File: src/rtl/cla32_adder.sv
// 32-bit two-level carry-lookahead adder with a single registered output stage.
// Four-bit lookahead units form 16-bit blocks; a top level joins the two blocks.

// Four-input lookahead carry unit. The same equations are used for a 4-bit
// group (bit g/p in) and for combining four group generate/propagate pairs.
module cla_lcu4 (
    input  logic [3:0] g,
    input  logic [3:0] p,
    input  logic       c_in,
    output logic [3:0] c,
    output logic       g_out,
    output logic       p_out
);

    always_comb begin
        c[0]  = c_in;
        c[1]  = g[0] | (p[0] & c_in);
        c[2]  = g[1] | (p[1] & g[0]) | (p[1] & p[0] & c_in);
        c[3]  = g[2] | (p[2] & g[1]) | (p[2] & p[1] & g[0])
              | (p[2] & p[1] & p[0] & c_in);
        g_out = g[3] | (p[3] & g[2]) | (p[3] & p[2] & g[1])
              | (p[3] & p[2] & p[1] & g[0]);
        p_out = &p;
    end

endmodule

// 16-bit lookahead block: four 4-bit groups plus a second-level unit that
// supplies every group carry-in, so no carry ripples between groups.
module cla16_unit (
    input  logic [15:0] g,
    input  logic [15:0] p,
    input  logic        c_in,
    output logic [15:0] c,
    output logic        g16,
    output logic        p16
);

    logic [3:0] grp_g;
    logic [3:0] grp_p;
    logic [3:0] grp_c;

    // Group G/P never depend on a carry, so feeding the level-2 carries back
    // into the groups forms no combinational loop.
    for (genvar k = 0; k < 4; k++) begin : g_grp
        cla_lcu4 u_grp (
            .g     (g[4*k +: 4]),
            .p     (p[4*k +: 4]),
            .c_in  (grp_c[k]),
            .c     (c[4*k +: 4]),
            .g_out (grp_g[k]),
            .p_out (grp_p[k])
        );
    end

    cla_lcu4 u_lvl2 (
        .g     (grp_g),
        .p     (grp_p),
        .c_in  (c_in),
        .c     (grp_c),
        .g_out (g16),
        .p_out (p16)
    );

endmodule

module cla32_adder (
    input  logic        clk,
    input  logic        rst_n,
    input  logic [31:0] x,
    input  logic [31:0] y,
    input  logic        c_in,
    output logic        G,
    output logic        P,
    output logic        c32,
    output logic [31:0] sum
);

    logic [31:0] bit_g;
    logic [31:0] bit_p;
    logic [31:0] carry;
    logic        g16_lo, p16_lo;
    logic        g16_hi, p16_hi;
    logic        c16;
    logic        g_all, p_all, c_out;
    logic [31:0] sum_next;

    // XOR propagate lets the sum bit reuse p directly.
    assign bit_g = x & y;
    assign bit_p = x ^ y;

    cla16_unit u_lo (
        .g    (bit_g[15:0]),
        .p    (bit_p[15:0]),
        .c_in (c_in),
        .c    (carry[15:0]),
        .g16  (g16_lo),
        .p16  (p16_lo)
    );

    cla16_unit u_hi (
        .g    (bit_g[31:16]),
        .p    (bit_p[31:16]),
        .c_in (c16),
        .c    (carry[31:16]),
        .g16  (g16_hi),
        .p16  (p16_hi)
    );

    assign c16      = g16_lo | (p16_lo & c_in);
    assign g_all    = g16_hi | (p16_hi & g16_lo);
    assign p_all    = p16_hi & p16_lo;
    assign c_out    = g_all | (p_all & c_in);
    assign sum_next = bit_p ^ carry;

    // NOTE: non-blocking assignments keep every register sampling pre-edge values.
    always_ff @(posedge clk or negedge rst_n) begin
        if (!rst_n) begin
            sum <= '0;
            c32 <= 1'b0;
            G   <= 1'b0;
            P   <= 1'b0;
        end else begin
            sum <= sum_next;
            c32 <= c_out;
            G   <= g_all;
            P   <= p_all;
        end
    end

endmodule

File: config.mk
export PLATFORM = sky130hd
export DESIGN_NAME = cla32_adder
export DESIGN_NICKNAME = d
export VERILOG_FILES = /design/src/rtl/cla32_adder.sv
export SDC_FILE = /design/constraint.sdc
export NUM_CORES = 1
export LEC_CHECK = 0
export BUFFER_PORTS_ARGS = -buffer_cell sky130_fd_sc_hd__buf_2
export CORE_MARGIN = 3
export CORE_UTILIZATION = 47
export DETAILED_ROUTE_END_ITERATION = 8
export PLACE_DENSITY = 0.82
export RECOVER_POWER = 25
export SYNTH_ARGS = -nofsm -noshare
export SYNTH_HDL_FRONTEND = slang
export SYNTH_SLANG_ARGS = --single-unit
File: constraint.sdc
create_clock -name clk -period 0.8 [get_ports clk]
set_input_delay 0.04 -clock clk [delete_from_list [all_inputs] [get_ports clk]]
set_output_delay 0.04 -clock clk [all_outputs]
set_load 0.05 [all_outputs]
==> results of run 1 <==
==> per-stage QoR <==
step	util, %	hold WS (ns)
detailed placement	80.4	0.0191
floorplan	-	-0.256
global placement	80.4	0.0149
==> cell families after synthesis <==
group,after synthesis,synth area share (%)
flip-flops,35,35.0
AND/OR/NAND/NOR,51,11.8
adder cells (fa/ha/maj),40,22.4
buffers and inverters,15,2.70
AO/OA/AOI/OAI,74,21.0
multiplexers,1,0.450
XOR/XNOR,19,6.65
==> synth_stat cells, types with 2 or more instances <==
library cell	n	area, µm²
inv_1	13	48.8
a21oi_2	2	17.5
and3_1	3	18.8
a21oi_1	23	115
o21ai_0	12	60.1
nor3b_1	3	22.5
ha_1	32	400
o311ai_1	2	17.5
a31oi_1	5	31.3
a21o_1	10	75.1
dfrtp_1	35	876
fa_1	8	160
and2b_1	2	15.0
xor2_1	9	78.8
xnor2_1	10	87.6
o21ai_2	2	17.5
o2111ai_1	2	17.5
nor2_1	9	33.8
o221ai_1	2	17.5
nand3_1	6	30.0
nand2_1	14	52.6
nand4_1	2	12.5
a311oi_2	2	30.0
nand4_2	2	25.0
==> metrics.txt, run 1 <==
I/O pins=102; DPL Wire Length=6.41 mm; Root Driver=clkbuf_8; Mapped Cells=235; num rows=25; Netlist cell types=49; Initial Util=50.6%; Failed at=4_1_cts; Warnings, synthesis=0; Main synth FF type=dfrtp_1; die width=79.0 µm; Sink Count=35; Syn Nets=342; Synth Cell Area=2500 µm²; CTS max path bufs=2; Final GP Congestion=0.841; Post-synth EDFFs=0; setup bufs post-CTS=18; Post-synth ARST share=100%; IO Port Bufs=101; cts hold-fix bufs=1; CTS-repair resized insts=159; placed cell count=478; post-synthesis sequential area ratio=35.0%; H-tree depth=2; die height=79.0 µm; syn avg cell area=10.6 µm²; Error=[ERROR DPL-0033] detailed placement checks failed during check placement.; worst slack, placed=-1.36 ns; outcome=did not finish; TritonCTS Buffers=5; Cell Area, Placed=3970 µm²; register bit total from synthesis=35
==> inputs of run 2 (changes only) <==
--- a/config.mk
+++ b/config.mk
@@ -7,9 +7,9 @@
 export LEC_CHECK = 0
 export BUFFER_PORTS_ARGS = -buffer_cell sky130_fd_sc_hd__buf_2
 export CORE_MARGIN = 3
-export CORE_UTILIZATION = 47
+export CORE_UTILIZATION = 32
 export DETAILED_ROUTE_END_ITERATION = 8
-export PLACE_DENSITY = 0.82
+export PLACE_DENSITY_LB_ADDON = 0.15
 export RECOVER_POWER = 25
 export SYNTH_ARGS = -nofsm -noshare
 export SYNTH_HDL_FRONTEND = slang
==> metrics.txt, run 2 <==
synth top area cells=dfrtp_1, ha_1, fa_1; RSZ-0062 raised after global routing=yes; Cell Chain, Critical Path=buf_6 > ha_4 > nand2_8 > nor4_4 > o21ai_2 > a211o_1 > and2_4 > o21ai_2 > fa_1; WP buf/inv=1; post-synthesis sequential area ratio=35.0% (unchanged); worst-path fanout max=4; PnR Total Power=9.50 mW; Finish-stage setup viols=67; hold crit path type=input port to flop; First DRT Iteration DRCs=52; die area=8910 µm²; placed cell count=521 (+9.0%); first-pass GRT wire length=12.7 mm; Main synth FF type=dfrtp_1; syn avg cell area=10.6 µm² (unchanged); vias in the first global route=2809; Critical Path Sink=sum[28]; Worst path max stage delay=0.42 ns; Netlist cell types=49 (unchanged); num rows=31 (+24%); Largest Register=sum; Slew HR=60.8%; H-tree depth=2 (unchanged); Final period util=220%; Syn Nets=342 (unchanged); Final ANT Viol Nets=0; Synth Cell Area=2500 µm² (unchanged); Max Clk Rate=569 MHz; Worst Setup Start Kind=input port; # DRC=0; worst slack, placed=-1.37 ns (-0.00218 ns); Congestion Overflow GR=0; largest net degree at the start of global routing=27; synthesis-to-finish area growth=111%; die width=94.4 µm (+20%); clock transition at the registers of the reported paths=0.08 ns; Tmin final=1.76 ns; violated checks=negative setup slack; Yosys top cell area share=35.0% (unchanged); vias per cell=4.78; Post-synth ARST share=100% (unchanged); Power Dens Cells=1800 nW/µm²; TritonCTS Buffers=5 (unchanged); initial antenna violation count=0; GRT Max-Usage Layer=met2; Slew Viols, Final=0; M3 GR Usage=3.51%; I/O pins=102 (unchanged); WP data required=0.98 ns; CP top delay family=adder cells; Sink Count=35 (unchanged); Leak Pwr=2.37 nW; DPL Wire Length=5.68 mm (-11%); CTS max path bufs=2 (unchanged); area of the core=7410 µm²; Root Driver=clkbuf_8; Final GP Congestion=0.853 (+1.4%); measured slew at the worst slew-check pin=0.574 ns; Initial Util=33.8% (-17 points); CP most frequent cell=o21ai_2; CP max-delay cell=fa_1; MaxCap Viol Count=0; IO Port Bufs=101 (unchanged); die height=94.4 µm (+20%); Via Count=2639; commonest non-fill, non-tap cell in the layout=buf_4; CP Class=input port to flop; number of flip-flops in the largest register=32; Critical Path Stages=9; fin util=71.4%; Tot GR Track Use=18.3%; Final Hold Fails=0; Antenna Cells=0; Warnings, synthesis=0 (unchanged); WL final=8.15 mm; met2 track demand over resource=33.5%; Worst EP arrival=1.94 ns; Commonest cells post-synth=dfrtp_1, ha_1, a21oi_1, nand2_1, inv_1; M1 GR Usage=21.7%; outcome=finished with violations; drt first pass iters=4; commonest cells after routing, fill and taps aside=buf_4, buf_6, buf_2, dfrtp_1, ha_4; Peak VDD IR=0.998 mV; CTS tree=done; nets=559; Post-synth EDFFs=0 (unchanged); DR WL/cell=14.8 µm; share of layout cells above drive strength 1=71.3%; register bit total from synthesis=35 (unchanged); cell accounting for the most synthesized area=dfrtp_1; worst setup path start=x[7]; count leader, synth=dfrtp_1; filler-free cell count of the finished design=552; critical path endpoint category=flop; Mapped Cells=235 (unchanged); final worst slack=-0.956 ns
-- run 2: cell counts after synthesis --
Identical to the previous run, type by type.
-- run 2: final cells by class --
| class | count | area [µm²] |
|---|---|---|
| Inverter | 13 | 51.3 |
| Sequential cell | 35 | 876 |
| Multi-Input combinational cell | 185 | 2300 |
| Clock inverter | 2 | 60.1 |
| Tap cell | 99 | 124 |
| Timing Repair Buffer | 212 | 1800 |
| Clock buffer | 6 | 72.6 |
| Fill cell | 526 | 2120 |
-- run 2: logic make-up after synthesis --
group / Yosys count / share of synthesized area [%]
AO/OA/AOI/OAI: 74 / 21.0
AND/OR/NAND/NOR: 51 / 11.8
adder cells (fa/ha/maj): 40 / 22.4
flip-flops: 35 / 35.0
XOR/XNOR: 19 / 6.65
buffers and inverters: 15 / 2.70
multiplexers: 1 / 0.450
-- run 2: report_power, final --
part	internal [mW]	total [mW]	switching, mW
logic	2.40	5.22	2.82
registers	2.13	2.32	0.188
clock network	1.25	1.96	0.711
-- run 2: metrics by stage --
step	hold WS (ns)	area (µm²)	setup TNS, ns
floorplan	-0.256	2810	-24.18
CTS	0.0949	5090	-24.99
detailed placement	-0.0596	4090	-34.80
finish	0.109	5290	-25.65
global placement	-0.0663	4090	-34.10
global route	0.107	5290	-28.25
-- run 2: worst min path at each step --
stage / end / startpoint / slack, ns / depth (start not counted)
global placement: sum[10] / rst_n / -0.07 / 1
global route: G / x[31] / 0.11 / 4
CTS: G / x[31] / 0.09 / 4
floorplan: G / rst_n / -0.26 / 0
finish: sum[28] / x[28] / 0.11 / 3
detailed placement: sum[10] / rst_n / -0.06 / 1
-- run 2: what timing repair did --
item	CTS	global route
setup endpoints to repair	68	68
hold buffers	1	0
resized for setup	171	27
buffers inserted	16	10
pin swaps	47	38
endpoints found under the hold margin	35	0
-- run 2: worst min-delay path, cell delays in order --
cell	delay [ns]
buf_2	0.09
buf_4	0.10
fa_1	0.14
-- run 2: routing by layer --
metal | share of wire (%) | up-vias
met5 | 0 | -
met4 | 1.8 | 0
met3 | 4.6 | 11
met2 | 53 | 73
met1 | 40 | 1254
li1 | - | 1301
Power figures use the tool's default switching activity.
